## config.mk

```make
export PLATFORM = sky130hd
export DESIGN_NAME = move_sequencer_flat
export DESIGN_NICKNAME = d
export VERILOG_FILES = /design/src/rtl/move_seq_pkg.sv /design/src/rtl/move_sequencer_if.sv /design/src/rtl/rise_det.sv /design/src/rtl/move_sequencer.sv /design/src/flat_wrapper.sv
export SDC_FILE = /design/constraint.sdc
export NUM_CORES = 1
export LEC_CHECK = 0
export CAP_MARGIN = 30
export CORE_MARGIN = 1.5
export CORE_UTILIZATION = 55
export DETAILED_ROUTE_END_ITERATION = 6
export GPL_ROUTABILITY_DRIVEN = 0
export PLACE_DENSITY = 0.79
export SLEW_MARGIN = 0
export SYNTH_ARGS = -nofsm -noshare
export SYNTH_HDL_FRONTEND = slang
export SYNTH_HIERARCHICAL = 1
export SYNTH_SLANG_ARGS = --single-unit
```

## constraint.sdc

```tcl
create_clock -name clk -period 2.4 [get_ports clk]
set_input_delay 0.48 -clock clk [delete_from_list [all_inputs] [get_ports clk]]
set_output_delay 0.48 -clock clk [all_outputs]
set_load 0.01 [all_outputs]
```

## src/rtl/move_seq_pkg.sv

```systemverilog
// Shared types, widths and default tuning for the straight-line move sequencer.
package move_seq_pkg;

  localparam int unsigned FRWRD_W = 10;
  localparam int unsigned CNT_W   = 4;
  localparam int unsigned SQRS_W  = 3;

  localparam logic [FRWRD_W-1:0] FRWRD_INC_DEF = 10'h004;
  localparam logic [FRWRD_W-1:0] FRWRD_MAX_DEF = 10'h300;

  typedef enum logic [1:0] {
    IDLE    = 2'd0,
    RAMP_UP = 2'd1,
    CRUISE  = 2'd2,
    RAMP_DN = 2'd3
  } move_state_t;

  // Saturating ramp-up step; the sum is formed one bit wider so it cannot wrap.
  function automatic logic [FRWRD_W-1:0] ramp_up_step(
    input logic [FRWRD_W-1:0] cur,
    input logic [FRWRD_W-1:0] inc,
    input logic [FRWRD_W-1:0] max_v
  );
    logic [FRWRD_W:0] sum;
    sum = {1'b0, cur} + {1'b0, inc};
    return (sum >= {1'b0, max_v}) ? max_v : sum[FRWRD_W-1:0];
  endfunction

  // Ramp-down step of twice the increment, clamped at zero.
  function automatic logic [FRWRD_W-1:0] ramp_dn_step(
    input logic [FRWRD_W-1:0] cur,
    input logic [FRWRD_W-1:0] inc
  );
    logic [FRWRD_W:0] dec;
    logic [FRWRD_W:0] diff;
    dec  = {inc, 1'b0};
    diff = {1'b0, cur} - dec;
    return ({1'b0, cur} < dec) ? '0 : diff[FRWRD_W-1:0];
  endfunction

endpackage

```

## src/rtl/move_sequencer_if.sv

```systemverilog
// Command, sensor and PID-side signals of the move sequencer.
interface move_sequencer_if;
  import move_seq_pkg::*;

  logic                cmd_vld;
  logic [SQRS_W-1:0]   cmd_sqrs;
  logic                cmd_rdy;
  logic                hdg_vld;
  logic                cntrIR;
  logic                moving;
  logic [FRWRD_W-1:0]  frwrd;
  logic                err_vld;
  logic                done;

  modport master (
    output cmd_vld, cmd_sqrs, hdg_vld, cntrIR,
    input  cmd_rdy, moving, frwrd, err_vld, done
  );

  modport slave (
    input  cmd_vld, cmd_sqrs, hdg_vld, cntrIR,
    output cmd_rdy, moving, frwrd, err_vld, done
  );

endinterface

```

## src/rtl/rise_det.sv

```systemverilog
// Rising-edge detector with a configurable history reset value.
module rise_det #(
  parameter logic RST_VAL = 1'b0
) (
  input  logic clk,
  input  logic rst_n,
  input  logic sig,
  output logic rise_c
);

  logic hist_q;
  logic hist_d;

  // History simply follows the input.
  always_comb begin
    hist_d = sig;
  end

  // History flop; reset value chosen by the instantiator.
  always_ff @(posedge clk or negedge rst_n) begin
    if (!rst_n) hist_q <= RST_VAL;
    else        hist_q <= hist_d;
  end

  assign rise_c = sig & ~hist_q;

endmodule

```

## src/rtl/move_sequencer.sv

```systemverilog
// Sequences one straight-line move: ramp up, cruise, count line crossings, ramp down.
module move_sequencer
  import move_seq_pkg::*;
#(
  parameter logic [FRWRD_W-1:0] FRWRD_INC = FRWRD_INC_DEF,
  parameter logic [FRWRD_W-1:0] FRWRD_MAX = FRWRD_MAX_DEF
) (
  input  logic             clk,
  input  logic             rst_n,
  move_sequencer_if.slave  bus
);

  move_state_t         state_q,   state_d;
  logic [FRWRD_W-1:0]  frwrd_q,   frwrd_d;
  logic [CNT_W-1:0]    cnt_q,     cnt_d;
  logic [CNT_W-1:0]    target_q,  target_d;
  logic                moving_q,  moving_d;
  logic                err_vld_q, err_vld_d;
  logic                done_q,    done_d;

  logic                ir_rise_c;
  logic                counting_c;
  logic                hit_c;

  // A line already under the sensor at reset must not count as a crossing.
  rise_det #(.RST_VAL(1'b1)) u_ir_rise (
    .clk    (clk),
    .rst_n  (rst_n),
    .sig    (bus.cntrIR),
    .rise_c (ir_rise_c)
  );

  // Next-state, ramp arithmetic, crossing counter and output strobes.
  always_comb begin
    state_d    = state_q;
    frwrd_d    = frwrd_q;
    cnt_d      = cnt_q;
    target_d   = target_q;
    done_d     = 1'b0;
    counting_c = (state_q == RAMP_UP) || (state_q == CRUISE);
    hit_c      = 1'b0;

    if (counting_c) begin
      cnt_d = cnt_q + CNT_W'(ir_rise_c);
      hit_c = (cnt_d == target_q);
    end

    case (state_q)
      IDLE: begin
        if (bus.cmd_vld) begin
          target_d = {bus.cmd_sqrs, 1'b0};
          cnt_d    = '0;
          if (bus.cmd_sqrs != '0) state_d = RAMP_UP;
          else                    done_d  = 1'b1;
        end
      end
      RAMP_UP: begin
        // Target hit wins over the cruise transition and freezes the speed.
        if (hit_c) begin
          state_d = RAMP_DN;
        end else if (bus.hdg_vld) begin
          frwrd_d = ramp_up_step(frwrd_q, FRWRD_INC, FRWRD_MAX);
          if (frwrd_d == FRWRD_MAX) state_d = CRUISE;
        end
      end
      CRUISE: begin
        if (hit_c) state_d = RAMP_DN;
      end
      RAMP_DN: begin
        if (bus.hdg_vld) begin
          frwrd_d = ramp_dn_step(frwrd_q, FRWRD_INC);
          if (frwrd_d == '0) begin
            state_d = IDLE;
            done_d  = 1'b1;
          end
        end
      end
      default: state_d = IDLE;
    endcase

    moving_d  = (state_d != IDLE);
    err_vld_d = bus.hdg_vld & (state_q != IDLE);
  end

  // State and output registers.
  always_ff @(posedge clk or negedge rst_n) begin
    if (!rst_n) begin
      state_q   <= IDLE;
      frwrd_q   <= '0;
      cnt_q     <= '0;
      target_q  <= '0;
      moving_q  <= 1'b0;
      err_vld_q <= 1'b0;
      done_q    <= 1'b0;
    end else begin
      state_q   <= state_d;
      frwrd_q   <= frwrd_d;
      cnt_q     <= cnt_d;
      target_q  <= target_d;
      moving_q  <= moving_d;
      err_vld_q <= err_vld_d;
      done_q    <= done_d;
    end
  end

  assign bus.cmd_rdy = (state_q == IDLE);
  assign bus.moving  = moving_q;
  assign bus.frwrd   = frwrd_q;
  assign bus.err_vld = err_vld_q;
  assign bus.done    = done_q;

endmodule

```

## src/flat_wrapper.sv

```systemverilog
// flat-port wrapper written by rule: the top's interface ports become plain ports
module move_sequencer_flat import move_seq_pkg::*;
#(
  parameter logic [FRWRD_W-1:0] FRWRD_INC = FRWRD_INC_DEF,
  parameter logic [FRWRD_W-1:0] FRWRD_MAX = FRWRD_MAX_DEF
)
  (clk, rst_n, bus_cmd_vld, bus_cmd_sqrs, bus_hdg_vld, bus_cntrIR, bus_cmd_rdy, bus_moving, bus_frwrd, bus_err_vld, bus_done);
  move_sequencer_if bus_i ();
  input  logic clk;
  input  logic rst_n;
  input wire logic [$bits(bus_i.cmd_vld)-1:0] bus_cmd_vld;
  input wire logic [$bits(bus_i.cmd_sqrs)-1:0] bus_cmd_sqrs;
  input wire logic [$bits(bus_i.hdg_vld)-1:0] bus_hdg_vld;
  input wire logic [$bits(bus_i.cntrIR)-1:0] bus_cntrIR;
  output wire logic [$bits(bus_i.cmd_rdy)-1:0] bus_cmd_rdy;
  output wire logic [$bits(bus_i.moving)-1:0] bus_moving;
  output wire logic [$bits(bus_i.frwrd)-1:0] bus_frwrd;
  output wire logic [$bits(bus_i.err_vld)-1:0] bus_err_vld;
  output wire logic [$bits(bus_i.done)-1:0] bus_done;
  assign bus_i.cmd_vld = bus_cmd_vld;
  assign bus_i.cmd_sqrs = bus_cmd_sqrs;
  assign bus_i.hdg_vld = bus_hdg_vld;
  assign bus_i.cntrIR = bus_cntrIR;
  assign bus_cmd_rdy = bus_i.cmd_rdy;
  assign bus_moving = bus_i.moving;
  assign bus_frwrd = bus_i.frwrd;
  assign bus_err_vld = bus_i.err_vld;
  assign bus_done = bus_i.done;
  move_sequencer #(.FRWRD_INC(FRWRD_INC), .FRWRD_MAX(FRWRD_MAX)) u_core (.clk(clk), .rst_n(rst_n), .bus(bus_i));
endmodule
```

Word level (Yosys, flattened, before mapping)
Index checks and enable logic that the tools add are counted.
W data, S select, Z words.

word-level totals
  logic and storage cells = 57
  input port bits = 8
  register bits = 23
  output and inout port bits = 14

cells by class
  reduce and logical (&&, ||, !) cells = 9
  $add $sub $neg = 3
  order comparisons = 2
  multiplexer cells = 24
  equality and inequality tests = 8
  bitwise operators = 3

operator list
  operator                 count
  $mux W10                 5
  $pmux W10 S2             1
  $mux W2                  8
  $mux W4                  3
  $add A10 B3 Y11 const B  1
  $ge A11 B10 Y1 const B   1
  $eq A10 B10 Y1 const B   1
  $logic_not A10 Y1        1
  $lt A10 B4 Y1 const B    1
  $sub A10 B4 Y10 const B  1
  $pmux W2 S4              1
  $ne A2 B2 Y1 const B     3
  $reduce_bool A2 Y1       3
  $mux W1                  5
  $add A4 B1 Y4            1
  $eq A2 B2 Y1 const B     2
  $eq A4 B4 Y1             1
  $reduce_and A4 Y1        1
  $reduce_bool A3 Y1       1
  $and A1 B1 Y1            2
  $eq A2 B1 Y1 const B     1
  $logic_not A2 Y1         1
  $pmux W1 S2              1
  $reduce_and A2 Y1        1
  other kinds (2)          2

Longest topological paths before layout
Gate-level depths: netlist of the first run.

  depth after elaboration = 9
  depth in mapped cells = 9
  gate-level depth less buffers = 8

Cells and area by module
The synthesis of the first run kept the hierarchy.

modules (own cells, without submodules)
  module          seq. area each (um^2)  area an instance (um^2)  cells an instance  instances
  move_sequencer  550.5                  1,694.1                  188                1
  rise_det        26.3                   40.0                     2                  1

Least setup slack after synthesis of the first run
No wires, ideal clock.

  kind = input port to flip-flop
  start = input bus_cntrIR
  end = register u_core.frwrd_q[9] (netlist: u_core/bus.frwrd[9])
  slack = 230 ps
  setup time = 121 ps
  path buffers = 1
  stages on the path = 8
  data arrival time = 2,049 ps
  required time = 2,279 ps
  path through = nor2b_4 -> ha_1 -> ha_1 -> xnor2_1 -> nand4b_2 -> o31a_1 -> buf_4 -> a22o_1

between the ends
  longest elaborated chain between the ends = 6

RTL lines
  what                         RTL line              source
  start, declared              flat_wrapper.sv:14    input wire logic [$bits(bus_i.cntrIR)-1:0] bus_cntrIR;
  $and A1 B1 Y1                rise_det.sv:25        assign rise_c = sig & ~hist_q;
  $add A4 B1 Y4                move_sequencer.sv:44  cnt_d = cnt_q + CNT_W'(ir_rise_c);
  $eq A4 B4 Y1                 move_sequencer.sv:45  hit_c = (cnt_d == target_q);
  $mux W1                      move_sequencer.sv:43  if (counting_c) begin
  $ne A2 B2 Y1 (no line)       n/a
  $reduce_and A4 Y1 (no line)  n/a
  end signal, assigned         move_sequencer.sv:97  frwrd_q <= frwrd_d;
  end, declared                move_sequencer.sv:14  logic [FRWRD_W-1:0] frwrd_q, frwrd_d;

Every way passes these cells.
A chain may end at the register's enable or synchronous reset.

Final worst setup path of the first run
  start = register u_core.state_q[0]
  end = output bus_cmd_rdy

between the ends
  longest elaborated chain between the ends = 1

RTL lines
  what                    RTL line               source
  start, declared         move_sequencer.sv:13   move_state_t state_q, state_d;
  start signal, assigned  move_sequencer.sv:96   state_q <= state_d;
  $logic_not A2 Y1        move_sequencer.sv:106  assign bus.cmd_rdy = (state_q == IDLE);
  end, declared           flat_wrapper.sv:15     output wire logic [$bits(bus_i.cmd_rdy)-1:0] bus_cmd_rdy;

Every way passes these cells.

==> metrics.cfg, run 1 <==
[status]
outcome = completed

[cells_and_area]
fill_cell_total_of_the_finished_layout = 240
share_of_layout_cells_above_drive_strength_1_pct = 17.7
layout.nets = 234
post_route_non_filler_standard_cell_count = 259
multiInputGateArea_mm2 = 0.00110
finalCoreUtilization_pct = 69.6
area.growth.synth_to_final_pct = 21.5
sequential_cell_area_um2 = 577
insertedDiodeCount = 0

[placement]
dp_cells = 254
dpl_worst_slack_ns = -0.422
placement.io_buffers = 21
hpwlAfterDp_um = 2980

[yosys]
netlist.top_cell.by_area = dfrtp_1
synthesis_stage_register_bit_count = 23
yosys_warnings = 6
synth_edf_count = 0
synth_seq_area_share_pct = 33.3
synth_top_area_share_pct = 31.7
synth.lib_cells_used.distinct = 53
synth-compound-area-share_pct = 22.0
synth_top_flop_cell = dfrtp_1
mappedNetlistArea_mm2 = 0.00173
postSynthAreaPerCell_um2 = 9.13
netlist_top_cells_count = dfrtp_1 (22), nand2_1 (22), nor2_1 (17)
post_synth_inst_count = 190
ys_async_sr_fraction_pct = 100
synth_simple_gate_area_share_pct = 24.0
main_combinational_cell_family_by_area_after_synthesis = simple AND/OR/NAND/NOR gates
synth_adder_area_share_pct = 7.22
total_nets_after_synthesis = 208
muxShareOfSynthArea_pct = 1.73
synth-xor-area-share_pct = 4.83
netlist_top_cells_area = dfrtp_1 (32%), ha_1 (7.2%), nand2_1 (4.8%)

[grt]
grtUsageTotal_pct = 25.3
grt_overflow_total = 0
grt_pass1_wl_um = 6770
grt_max_degree = 24
grt_antenna_before_repair = 0
grt_pass1_vias = 1450

[setup_path]
worstPathArrival_ns = 1.79
worstPathBufferInverterCount = 2
family_of_cells_with_the_greatest_summed_delay_on_the_critical_path = buffers and inverters
rr_worst_depth = 7
critical_path.cell_chain = inv_1, ha_1, clkdlybuf4s50_1
reg2reg_setup_slack_ns = 0.16
endpoint_kind = primary output
cp_max_fo = 7
crit_slowest_cell = clkdlybuf4s50_1
worst_r2r_endpoint = u_core/bus.frwrd[5]$_DFFE_PN0P_
slowest_delay_ns = 0.58
setup.worst_path.start_class = register
criticalPathCategory = reg -> out
worst_ep_required_time_ns = 1.92
rr_startpoint = u_core/bus.frwrd[3]$_DFFE_PN0P_

[floorplan]
design.core.area_mm2 = 0.00303
rows = 20
design.die.area_mm2 = 0.00350
die_width_um = 59.2
design.portCount = 22
die_y_um = 59.2
initial_utilization_pct = 57.3

[power_and_ir_drop]
totalPowerFinal_mw = 2.76
power.share.switching_pct = 47.2
ir_worst_vdd_uv = 639
power_per_cell_area_mw_per_mm2 = 1310
share_seq_of_total_power_pct = 27.9
leakagePower_nw = 0.898
power.combinational.fraction_pct = 65.4
internal-power_mw = 1.46
switchingPower_mw = 1.31
clockPowerShare_pct = 6.7

[routing]
final_antenna_net_count = 0
drc = 0
vias = 1516
wire_per_inst_um = 15.8
initialDrtViolationCount = 67
firstDrtPassIters = 5
post_drt_via_cell_ratio = 5.85
wl_um = 4100

[clocking]
tritoncts = done
clk_transition_reported_paths_ns = 0.14
insertion_delay_ns = 0.31
clockRootBuffer = clkbuf_4
clockBufferDepth = 2
clock_h_tree_levels = 1
post_cts_hold_buffer_count = 0
tritoncts.num_buffers = 3
clkSinkCount = 23

[timing]
fin_crit_sh_pct = 94.8
relSlewSlack_pct = 67.0
finClkSkew_ns = 0.00288
rsz0062_at_grt = no
fmaxAchievable_mhz = 440
finalWorstPathRequiredPeriod_ns = 2.27
slew_viol_final = 0
setup-tns-final_ns = 0
finalSetupViolations = 0
hold_violations = 0
final_critical_path_setup_slack_ns = 0.125
worst_pin_slew_ns = 0.496

[worst_hold_path]
hold_path_startpoint = bus_cntrIR
worstHoldPathType = in -> reg
min_delay_path_depth = 1
hold_end = u_core/u_ir_rise/hist_q$_DFF_PN1_

[run]
cap_viol_max_count = 0

==> state kept, by name, indices dropped and copies added (netlist names) <==
| signal | flops |
|---|---|
| u_core/bus.done | 1 |
| u_core/bus.err_vld | 1 |
| u_core/bus.frwrd | 10 |
| u_core/bus.moving | 1 |
| u_core/cnt_q | 4 |
| u_core/state_q | 2 |
| u_core/target_q | 3 |
| u_core/u_ir_rise/hist_q | 1 |
==> metrics by stage <==
stage               hold slack (ns)  instance area, um2
floorplan                     0.184                1730
detailed placement            0.497                2000
global route                  0.284                2110
finish                        0.301                2110
global placement              0.490                2000
CTS                           0.504                2050
==> placed cells by master, fill, tap and decap left out, types with 3 or more instances in the layout <==
master,count
o21ai_0,4
mux2i_1,3
dfrtp_1,22
and2_1,4
o21a_1,5
or4_1,4
buf_4,10
clkbuf_4,3
o22ai_1,3
inv_1,10
nand2_1,22
a21oi_1,12
nor2_1,17
ha_1,8
clkdlybuf4s50_1,20
a31oi_1,4
o21ai_1,3
nand3_1,4
xor2_1,4
==> timing repair <==
item	in CTS	in global routing
endpoints found under the setup margin	8	11
pin swaps	5	1
gates resized for setup	3	8
buffers inserted	1	0
==> logic make-up after synthesis <==
family | after synthesis
adder cells (fa/ha/maj) | 10
AO/OA/AOI/OAI | 52
multiplexers | 3
AND/OR/NAND/NOR | 72
flip-flops | 23
XOR/XNOR | 8
buffers and inverters | 22
==> worst max-delay path by stage <==
| stage | startpoint | end | slack (ns) | cells past startpoint |
|---|---|---|---|---|
| final | u_core/state_q[0]$_DFF_PN0_ | bus_cmd_rdy | 0.13 | 3 |
| after global routing | u_core/state_q[0]$_DFF_PN0_ | bus_cmd_rdy | 0.02 | 3 |
| after CTS | bus_cntrIR | u_core/bus.frwrd[5]$_DFFE_PN0P_ | 0.005 | 10 |
| after detailed placement | bus_cntrIR | u_core/bus.frwrd[5]$_DFFE_PN0P_ | -0.42 | 10 |
| after global placement | bus_cntrIR | u_core/bus.frwrd[5]$_DFFE_PN0P_ | -0.28 | 10 |
| after floorplan | bus_cntrIR | u_core/bus.frwrd[9]$_DFFE_PN0P_ | 0.23 | 8 |
==> power by group through the flow <==
stage          clock network [mW]  registers (mW)  logic, mW
2_1_floorplan                   0           0.692       1.21
3_3_place_gp                    0           0.740       1.57
3_5_place_dp                    0           0.757       1.63
4_1_cts                     0.195           0.749       1.69
5_1_grt                     0.209           0.795       1.98
6_report                    0.186           0.770       1.81
==> metal layers <==
metal | up-vias | global-route usage, % | share of wire (%)
li1 | 733 | - | -
met1 | 731 | 33.8 | 42
met3 | 6 | 2.40 | 4.3
met2 | 46 | 43.3 | 52
met4 | 0 | 8.12 | 1.5
met5 | - | 0 | 0
==> cell type report <==
cell class / count / area share [%]
clock buffer: 3 / 1.07
clock inverter: 1 / 0.238
inverter: 10 / 1.78
tap: 44 / 2.61
multi-input combinational: 145 / 52.2
sequential: 23 / 27.4
timing repair buffer: 33 / 14.7
No activity file was read; power rests on OpenSTA's default activity.
==> run 2: changes to the inputs <==
- ABC_AREA: unset -> 1
==> run 2 against run 1 <==
  * Design area down 3.4%
  * Setup slack gained 0.055 ns
  * Global-route usage is 2.8 points lower
  * First-iteration DRC count up 6.0%
  * Die area up 0.97%
  * Cell count up 21%
  * Combinational power decreased by 9.9%
  * Fmax rose by 2.5%
  * Non-clock buffer count down 6
  * Worst hold slack better by 0.19 ns
==> metrics.cfg, run 2 <==
[cells_and_area]
largest_reg_flops = 10  ; unchanged
fill_cell_total_of_the_finished_layout = 250  ; was 240
area.growth.synth_to_final_pct = 16.2  ; was 21.5%
layout.nets = 289  ; was 234
mostFrequentLayoutCell = nand2_1
final_cell_mix = nand2_1 (56), inv_1 (34), nand3_1 (28)  ; was nand2_1 (22), dfrtp_1 (22), clkdlybuf4s50_1 (20)
insertedDiodeCount = 0  ; unchanged
share_of_layout_cells_above_drive_strength_1_pct = 12.6  ; was 17.7%

[timing]
slew_viol_final = 0  ; unchanged
hold_violations = 0  ; unchanged
rsz0062_at_grt = no  ; unchanged
fin_crit_sh_pct = 92.5  ; was 94.8%
finClkSkew_ns = 0.00231  ; was 0.00288 ns
finalSetupViolations = 0  ; unchanged
relSlewSlack_pct = 71.2  ; was 67.0%
fmaxAchievable_mhz = 450  ; was 440 MHz
final_critical_path_setup_slack_ns = 0.180  ; was 0.125 ns
timing.hold.ws_ns = 0.490  ; was 0.301 ns
finalWorstPathRequiredPeriod_ns = 2.22  ; was 2.27 ns
worst_pin_slew_ns = 0.432  ; was 0.496 ns

[yosys]
yosys_warnings = 6  ; unchanged
synth_top_flop_cell = dfrtp_1  ; unchanged
synth_edf_count = 0  ; unchanged
post_synth_inst_count = 246  ; was 190
netlist.top_cell.by_area = dfrtp_1  ; unchanged
synth.lib_cells_used.distinct = 32  ; was 53
postSynthAreaPerCell_um2 = 7.12  ; was 9.13 um2
mappedNetlistArea_mm2 = 0.00175  ; was 0.00173 mm2
netlist_top_cells_area = dfrtp_1 (31%), nand2_1 (12%), nand3_1 (8.0%)  ; was dfrtp_1 (32%), ha_1 (7.2%), nand2_1 (4.8%)
ys_async_sr_fraction_pct = 100  ; unchanged
synth_seq_area_share_pct = 32.9  ; was 33.3%
synthesis_stage_register_bit_count = 23  ; unchanged
synth_top_area_share_pct = 31.4  ; was 31.7%
total_nets_after_synthesis = 264  ; was 208
netlist_top_cells_count = nand2_1 (56), inv_1 (34), nand3_1 (28)  ; was dfrtp_1 (22), nand2_1 (22), nor2_1 (17)
synth_most_common_cell = nand2_1

[clocking]
clockRootBuffer = clkbuf_4  ; unchanged
clock_h_tree_levels = 1  ; unchanged
tritoncts = done  ; unchanged
cts_resized = 0  ; was 3
clockBufferDepth = 2  ; unchanged
insertion_delay_ns = 0.32  ; was 0.31 ns
tritoncts.num_buffers = 3  ; unchanged
post-cts-setup-buffers = 0  ; was 1
clkSinkCount = 23  ; unchanged
post_cts_hold_buffer_count = 0  ; unchanged
clk_transition_reported_paths_ns = 0.13  ; was 0.14 ns

[grt]
grt_overflow_total = 0  ; unchanged
grt_pass1_vias = 1353  ; was 1450
grt_max_degree = 24  ; unchanged
grt_pass1_wl_um = 6000  ; was 6770 um
grt_antenna_before_repair = 0  ; unchanged
grtUsageTotal_pct = 22.5  ; was 25.3%

[worst_hold_path]
worstHoldPathType = in -> async  ; was in -> reg

[power_and_ir_drop]
ir_worst_vdd_uv = 715  ; was 639 uV
power_per_cell_area_mw_per_mm2 = 1280  ; was 1310 mW/mm2
totalPowerFinal_mw = 2.62  ; was 2.76 mW
leakagePower_nw = 1.01  ; was 0.898 nW

[placement]
dpl_worst_slack_ns = -0.106  ; was -0.422 ns
placement.io_buffers = 21  ; unchanged
hpwlAfterDp_um = 2820  ; was 2980 um

[floorplan]
initial_utilization_pct = 57.9  ; was 57.3%
die_y_um = 59.4  ; was 59.2 um
die_width_um = 59.4  ; was 59.2 um
design.die.area_mm2 = 0.00353  ; was 0.00350 mm2
design.core.area_mm2 = 0.00303  ; unchanged
rows = 20  ; unchanged
design.portCount = 22  ; unchanged

[setup_path]
setup.worst_path.start_class = register  ; unchanged
reg2reg_setup_slack_ns = 0.31  ; was 0.16 ns
criticalPathCategory = reg -> out  ; unchanged
endpoint_kind = primary output  ; unchanged
worst_ep_required_time_ns = 1.92  ; about the same
worstPathArrival_ns = 1.74  ; was 1.79 ns
rr_worst_depth = 12  ; was 7
cp_max_fo = 7  ; unchanged

[routing]
drc = 0  ; unchanged
final_antenna_net_count = 0  ; unchanged
initialDrtViolationCount = 71  ; was 67
vias = 1618  ; was 1516
post_drt_via_cell_ratio = 5.15  ; was 5.85
wire_per_inst_um = 11.8  ; was 15.8 um
firstDrtPassIters = 4  ; was 5
wl_um = 3710  ; was 4100 um

[run]
cap_viol_max_count = 0  ; unchanged

[status]
outcome = completed  ; unchanged

## run 2: per-stage QoR
step                std cells  utilization [%]  setup TNS (ns)  area (um2)
finish                    314             67.2               0        2040
floorplan                 246                -               0        1750
global route              314             67.2               0        2040
global placement          310             66.2          -0.171        2010
CTS                       314             67.1               0        2030
detailed placement        310             66.2          -0.550        2010
## run 2: worst max-delay path, cell delays in order, from the launching register on
cell and delay (ns):
dfrtp_1 0.46, inv_1 0.13, ha_2 0.27, clkdlybuf4s50_1 0.56
## run 2: cells by family after synthesis
kind of cell,synth area share (%)
and+or+nand+nor,34.6
buffers and inverters,11.7
AOI/OAI and AO/OA,12.6
DFF,32.9
adders and majority gates,7.14
xor gates and xnor gates,1.00
## run 2: cell type report
type	count	area, um2	area share, %
well taps	44	55.1	2.70
clock buffers	3	22.5	1.11
flip-flops and latches	23	577	28.3
multi-input cells	177	972	47.8
clock inverters	1	5.00	0.246
inverters	39	149	7.31
repair buffers	27	255	12.5
## run 2: path summary, 6_finish.rpt
check	start	endpoint
worst min register to register	u_core/cnt_q[0]$_DFF_PN0_	u_core/cnt_q[0]$_DFF_PN0_
worst min-delay path	rst_n	u_core/bus.done$_DFF_PN0_
min in group clk	u_core/cnt_q[0]$_DFF_PN0_	u_core/cnt_q[0]$_DFF_PN0_
worst max-delay path	u_core/state_q[0]$_DFF_PN0_	bus_cmd_rdy
worst max register to register	u_core/u_ir_rise/hist_q$_DFF_PN1_	u_core/bus.frwrd[6]$_DFFE_PN0P_
max in group asynchronous	rst_n	u_core/u_ir_rise/hist_q$_DFF_PN1_
## run 2: per-layer routing
metal / global-route usage (%) / share of wire, %
met1: 33.1 / 50
met2: 35.2 / 45
met3: 1.97 / 4.5
met4: 6.82 / 0.38
met5: 0 / 0
## run 2: power breakdown
group	switching (mW)	leakage, nW	internal [mW]
logic	0.932	0.713	0.702
registers	0.235	0.275	0.558
clock network	0.126	0.0177	0.0625
total	1.29	1.01	1.32
